<file path="src/rtl/alu_mul_seq_pkg.sv">
// Shared encodings for the shift-add multiply sequencer: FSM states, funct select
// and the core's ALU function code used for the accumulator additions.
package alu_mul_seq_pkg;

    typedef enum logic [1:0] {
        ST_IDLE = 2'd0,
        ST_CALC = 2'd1,
        ST_DONE = 2'd2
    } state_t;

    typedef enum logic {
        FUNCT_MUL   = 1'b0,
        FUNCT_MULHU = 1'b1
    } funct_t;

    // Core ALU function code for ADD
    localparam logic [3:0] ALU_ADD = 4'd0;

    // Carry out of a 32-bit add, recovered from the wrapped sum
    function automatic logic add_carry(input logic [31:0] sum, input logic [31:0] addend);
        return (sum < addend);
    endfunction

endpackage

</file>
<file path="src/rtl/alu_mul_seq.sv">
// Multi-cycle unsigned multiplier (MUL / MULHU) built from 32 shift-add steps
// that borrow the core's shared ALU for each addition.
module alu_mul_seq
    import alu_mul_seq_pkg::*;
(
    input  logic        clk,
    input  logic        rst_n,
    input  logic        start,
    input  logic        funct,
    input  logic [31:0] a,
    input  logic [31:0] b,
    input  logic        flush,
    output logic        busy,
    output logic        done,
    output logic [31:0] result,
    output logic        alu_req,
    input  logic        alu_gnt,
    output logic [31:0] alu_op1,
    output logic [31:0] alu_op2,
    output logic [3:0]  alu_func,
    input  logic [31:0] alu_out
);

    state_t      r_state;
    state_t      w_next_state;
    logic [31:0] r_mcand;
    logic [31:0] r_hi;
    logic [31:0] r_lo;
    logic [5:0]  r_cnt;
    logic        r_fsel;
    logic        r_done;
    logic [31:0] r_result;

    logic        w_accept;
    logic        w_zero;
    logic        w_step;
    logic        w_last;
    logic [31:0] w_sum;
    logic        w_carry;
    logic [31:0] w_hi_next;
    logic [31:0] w_lo_next;

    // Request acceptance, iteration enable and one shift-add step
    always_comb begin
        w_accept  = (r_state == ST_IDLE) && start && !flush;
        w_zero    = (a == 32'd0) || (b == 32'd0);
        w_step    = (r_state == ST_CALC) && alu_gnt && !flush;
        w_last    = w_step && (r_cnt == 6'd31);
        w_sum     = r_hi;
        w_carry   = 1'b0;
        if (r_lo[0]) begin
            w_sum   = alu_out;
            w_carry = add_carry(alu_out, r_hi);
        end else begin
            w_sum   = r_hi;
            w_carry = 1'b0;
        end
        w_hi_next = {w_carry, w_sum[31:1]};
        w_lo_next = {w_sum[0], r_lo[31:1]};
    end

    // Next-state logic; flush in CALC or DONE returns straight to IDLE
    always_comb begin
        w_next_state = r_state;
        case (r_state)
            ST_IDLE: begin
                if (w_accept) begin
                    w_next_state = w_zero ? ST_DONE : ST_CALC;
                end else begin
                    w_next_state = ST_IDLE;
                end
            end
            ST_CALC: begin
                if (flush) begin
                    w_next_state = ST_IDLE;
                end else if (w_last) begin
                    w_next_state = ST_DONE;
                end else begin
                    w_next_state = ST_CALC;
                end
            end
            ST_DONE: w_next_state = ST_IDLE;
            default: w_next_state = ST_IDLE;
        endcase
    end

    // State register
    always_ff @(posedge clk or negedge rst_n) begin
        if (!rst_n) begin
            r_state <= ST_IDLE;
        end else begin
            r_state <= w_next_state;
        end
    end

    // Operand capture and accumulator shifting; a stalled step holds everything
    always_ff @(posedge clk or negedge rst_n) begin
        if (!rst_n) begin
            r_mcand <= 32'd0;
            r_hi    <= 32'd0;
            r_lo    <= 32'd0;
            r_cnt   <= 6'd0;
            r_fsel  <= 1'b0;
        end else if (w_accept) begin
            r_mcand <= a;
            r_hi    <= 32'd0;
            r_lo    <= b;
            r_cnt   <= 6'd0;
            r_fsel  <= funct;
        end else if (w_step) begin
            r_hi    <= w_hi_next;
            r_lo    <= w_lo_next;
            r_cnt   <= r_cnt + 6'd1;
        end else begin
            r_hi    <= r_hi;
            r_lo    <= r_lo;
            r_cnt   <= r_cnt;
        end
    end

    // Registered done pulse and result, loaded on entry to DONE
    always_ff @(posedge clk or negedge rst_n) begin
        if (!rst_n) begin
            r_done   <= 1'b0;
            r_result <= 32'd0;
        end else if (w_accept && w_zero) begin
            r_done   <= 1'b1;
            r_result <= 32'd0;
        end else if (w_last && !flush) begin
            r_done   <= 1'b1;
            r_result <= (r_fsel == FUNCT_MULHU) ? w_hi_next : w_lo_next;
        end else begin
            r_done   <= 1'b0;
            r_result <= r_result;
        end
    end

    // Status and ALU operand decode from the state register
    always_comb begin
        busy     = 1'b0;
        alu_req  = 1'b0;
        alu_op1  = 32'd0;
        alu_op2  = 32'd0;
        alu_func = 4'd0;
        case (r_state)
            ST_CALC: begin
                busy     = 1'b1;
                alu_req  = 1'b1;
                alu_op1  = r_hi;
                alu_op2  = r_mcand;
                alu_func = ALU_ADD;
            end
            ST_DONE: busy = 1'b1;
            default: busy = 1'b0;
        endcase
    end

    assign done   = r_done;
    assign result = r_result;

endmodule

</file>
<file path="config.mk">
export PLATFORM = sky130hd
export DESIGN_NAME = alu_mul_seq
export DESIGN_NICKNAME = d
export VERILOG_FILES = /design/src/rtl/alu_mul_seq_pkg.sv /design/src/rtl/alu_mul_seq.sv
export SDC_FILE = /design/constraint.sdc
export NUM_CORES = 1
export LEC_CHECK = 0
export CORE_UTILIZATION = 27
export DETAILED_ROUTE_END_ITERATION = 12
export SETUP_SLACK_MARGIN = 0.4
export SYNTH_ARGS = -nofsm -noshare
export SYNTH_HDL_FRONTEND = slang
export SYNTH_SLANG_ARGS = --single-unit
</file>
<file path="constraint.sdc">
create_clock -name clk -period 2.7 [get_ports clk]
set_input_delay 0.405 -clock clk [delete_from_list [all_inputs] [get_ports clk]]
set_output_delay 0.405 -clock clk [all_outputs]
set_load 0.1 [all_outputs]
</file>
# Word-level counts from Yosys, hierarchy flattened
# Cells that the tools add are included.
[word_totals] inputBits=102 register_bits=138
[op_classes] muxes=22 n_reduce_logical=15 magnitude_cmp=1 addsub=1 eq_ne=3
[ops] cell="two-way mux 32 bit" n=10
[ops] cell="zero test 32 bit" n=2
[ops] cell="< comparator 32 bit" n=1
[ops] cell="two-way mux 6 bit" n=2
[ops] cell="two-way mux 2 bit" n=4
[ops] cell="logical AND 1 bit" n=7
[ops] cell="adder 6 x 1 -> 6 bit (second input constant)" n=1
[ops] cell="equality test 6 x 5 -> 1 bit (second input constant)" n=1
[ops] cell="two-way mux 1 bit" n=5
[ops] cell="one-hot mux 2 bit (2 select lines)" n=1
[ops] cell="nonzero test 2 bit" n=2
[ops] cell="equality test 2 x 1 -> 1 bit (second input constant)" n=1
[ops] cell="equality test 2 bit (second input constant)" n=1
[ops] cell="zero test 2 bit" n=1
[ops] cell="OR reduction 2 bit" n=1
[ops] cell="zero test 1 bit" n=1
[ops] cell="logical OR 1 bit" n=1

# Depth between registers and ports, before layout
[depth] ltp_word=7 depth_mapped=9 mapped_depth_nobuf=8

# Least setup slack after synthesis
# No wires, ideal clock.
[synth_path] path_type="reg2out" from="register r_state[1]" to="output port alu_op1[10]" slack_ps=-803 stages_incl_launch_ff=6 required_ps=2295 arrival_time_ps=3098 n_path_buf=1 cell_sequence="dfrtp_1 > inv_1 > ha_1 > inv_1 > clkbuf_1 > nor2_1"
[synth_between] elab_chain_len=2
[synth_lines] element="start: declaration" line_no="alu_mul_seq.sv:24" text="state_t r_state;"
[synth_lines] element="start signal: assignment" line_no="alu_mul_seq.sv:92" text="r_state <= w_next_state;"
[synth_lines] element="equality test 2 x 1 -> 1 bit" line_no="alu_mul_seq.sv:145" text="case (r_state)"
[synth_lines] element="two-way mux 32 bit" line_no="alu_mul_seq.sv:145"
[synth_lines] element="end: declaration" line_no="alu_mul_seq.sv:18" text="output logic [31:0] alu_op1,"
# No other way between the ends.

# Worst setup path after layout
[layout_path] from="register r_state[1]" to="output port alu_op1[2]"
# The elaborated chain is that of the path after synthesis.

==> results.cfg <==
[outcome]
outcome = complete, but fails checks
failed_checks = negative hold slack

[power]
p_leak_uw = 0.00469
ir_worst_vdd_mv = 0.362
power_density_nw_per_um2 = 618
total_power_uw = 6760

[floorplan]
dieHeight_um = 168
io_pins = 205
die_x_um = 168
start_util_pct = 27.5
rows = 60
core_sq_um = 27000
dieArea_sq_um = 28200

[global_routing]
grt-ovfl-total = 0
antenna_found_initial = 3
grt_pass1_vias = 6351
track_usage_pct = 16.6
grt_max_degree = 69
grt_pass1_wl_um = 36000

[placed_design]
portBuffers = 200
gp_congestion = 0.799
hpwl_um = 16900
pre_cts_ws_ps = -442

[timing]
grt_setup_unrepaired = false
relSlewSlack_pct = 25.8
setup_violations = 0
final-hold-violation-count = 16
fin_hold_ws_ps = -20.3
max_freq_mhz = 453
finClkSkew_ps = 11.7
period_minus_slack_ps = 2210
min_period_over_period_pct = 81.8
slew_violations = 0
fin_ws_ps = 491
tightestPinTransition_ps = 1110

[yosys]
netlist_top_cells_area = dfrtp_1 46%, ha_1 5.7%, nand2_1 5.4%
synth-edff-count = 0
synthFlopType = dfrtp_1
async_reset_ff_share_pct = 100
ys_types = 42
synth-seq-cells = 138
syn_avg_cell_area_sq_um = 9.55
yosysWarnings = 0
synthesis.area_sq_um = 7440
netlist_instances = 779
yosysSeqAreaShare_pct = 46.4
synth_top_area_share_pct = 46.4
yosys.area.top_type = dfrtp_1

[critical_path]
critical_path_peak_fanout = 32
crit-reg2reg-capture = r_hi[31]
cp_slowest_cell = dfrtp_1
worst_path_most_repeated_cell = buf_12
cpPeakStageDelay_ps = 390
crit_arrival_ps = 1800
cp.required_ps = 2300
crit_buf_inv = 4
startpoint_type = register
crit_type = reg2out
r2r-start = r_hi[27]
end_kind = output pin
crit_chain = inv_1 -> ha_4 -> clkinv_2 -> buf_12 -> nor2_4 -> buf_12
r2r_setup_slack_ps = 510
crit_family = buffers and inverters
ff2ff_path_depth = 8

[finish]
drive_gt1_share_pct = 26.9
num-nets-final = 1108
syn_to_final_growth_pct = 47.1
final_core_util_pct = 40.5

[routing]
avgRoutedWirePerCell_um = 17.4
via_count = 6367
via_per_inst = 4.79
drtIter0Drc = 294
routed_wl_um = 23100
drc_errors = 0
postRouteAntennaNets = 0
first_pass_iters = 5

[clock_tree]
cts-htree-levels = 4
numClockSinks = 138
cts_buffers = 17
ctsHoldBuffers = 0
clock_path_buffers = 2
clk_latency_ps = 430
clk_pin_slew_ps = 60
cts_root_buf = clkbuf_16
cts_tree = built

[min_path]
hold_class = in2async

[job]
cap_violations = 0
==> worst register-to-register path, stage by stage, from the launching register on <==
cell and delay (ps):
dfrtp_1 380, inv_1 100, ha_1 310, nand4_1 190, nor4_2 380, buf_4 210
o311ai_2 90, buf_4 170, a32o_1 250
==> state kept, by name, indices dropped and copies added, names as in the netlist <==
signal / count
result: 32
r_state: 2
r_cnt: 6
r_fsel: 1
r_lo: 32
r_hi: 32
r_mcand: 32
done: 1
==> cell type report <==
type                       count  area, sq um
timing repair buffer         224         2440
clock inverter                14          149
clock buffer                  18          429
tap                          341          427
antenna                        3         7.51
multi-input combinational    556         3910
fill                        2670        16100
sequential                   138         3460
inverter                      35          133
==> how the worst max path moves through the flow <==
stage | cells after the start | endpoint | from
finish | 6 | alu_op1[2] | r_state[1]
global route | 8 | result[31] | r_hi[26]
CTS | 8 | r_hi[31] | r_hi[2]
detailed placement | 8 | r_hi[31] | alu_out[2]
global placement | 8 | r_hi[31] | alu_out[2]
floorplan | 5 | alu_op1[10] | r_state[1]
==> metrics by stage <==
stage               cells  TNS, ps  hold WS (ps)  instance area [sq um]
detailed placement   1291     -860           465                  10300
global route         1327        0          26.7                  10900
finish               1329        0         -20.3                  10900
global placement     1291     -846           466                  10300
floorplan             782        0           109                   7700
CTS                  1324        0          6.44                  10900
==> cell usage in the layout (no fill, tap or decap), drive strengths merged, types with 7 or more instances in the layout <==
cell type,n
dfrtp,138
buf,123
nand2,108
nor2,107
clkdlybuf4s50,100
a21oi,43
o21ai,38
inv,36
and2,35
mux2,34
ha,34
a22oi,33
a211oi,33
mux2i,32
clkbuf,19
nor4,17
nand4,10
clkinv,7
==> cell usage after synthesis, types with 3 or more instances <==
cell type  count
a22oi_1       33
clkbuf_1      35
a21o_1         3
buf_2          8
nor4_1        17
and2_1        35
nand4_1       10
ha_1          34
dfrtp_1      138
nor2_1       106
a21oi_1       43
inv_1         35
nand2_1      108
a211oi_2      29
mux2i_1       32
a211oi_1       4
buf_1          4
o21ai_0       38
buf_6          3
mux2_2        34
buf_4          4
==> logic make-up (layout without fill, tap and decap cells) <==
kind of cell	count (synthesis)	count (layout)	share of synthesized area (%)
muxes	66	66	9.45
buffers and inverters	89	291	5.13
AOI/OAI and AO/OA	161	161	15.7
adders and majority gates	34	34	5.72
and+or+nand+nor	286	287	17.1
other	1	7	0.0504
xor gates and xnor gates	4	4	0.471
DFF	138	138	46.4
==> repair_timing <==
action                     CTS  global route
pin swaps                    1             2
setup endpoints to repair   54            71
gates resized for setup      4             8
setup buffers                0             1
gates cloned                 1             1
==> metal layers <==
| metal | vias to the layer above | track usage (%) | share of wire (%) |
|---|---|---|---|
| li1 | 3088 | - | - |
| met1 | 3051 | 21.3 | 44 |
| met2 | 203 | 26.2 | 47 |
| met3 | 25 | 5.67 | 7.8 |
| met4 | 0 | 5.11 | 1.3 |
| met5 | - | 0 | 0 |
==> power breakdown <==
group	total [uW]	switching (uW)	leakage [uW]	internal (uW)
logic	1950	1280	0.00262	667
clock network	2290	926	0.000273	1360
registers	2530	203	0.00180	2320
total	6760	2410	0.00469	4350
Power figures use the tool's default switching activity.
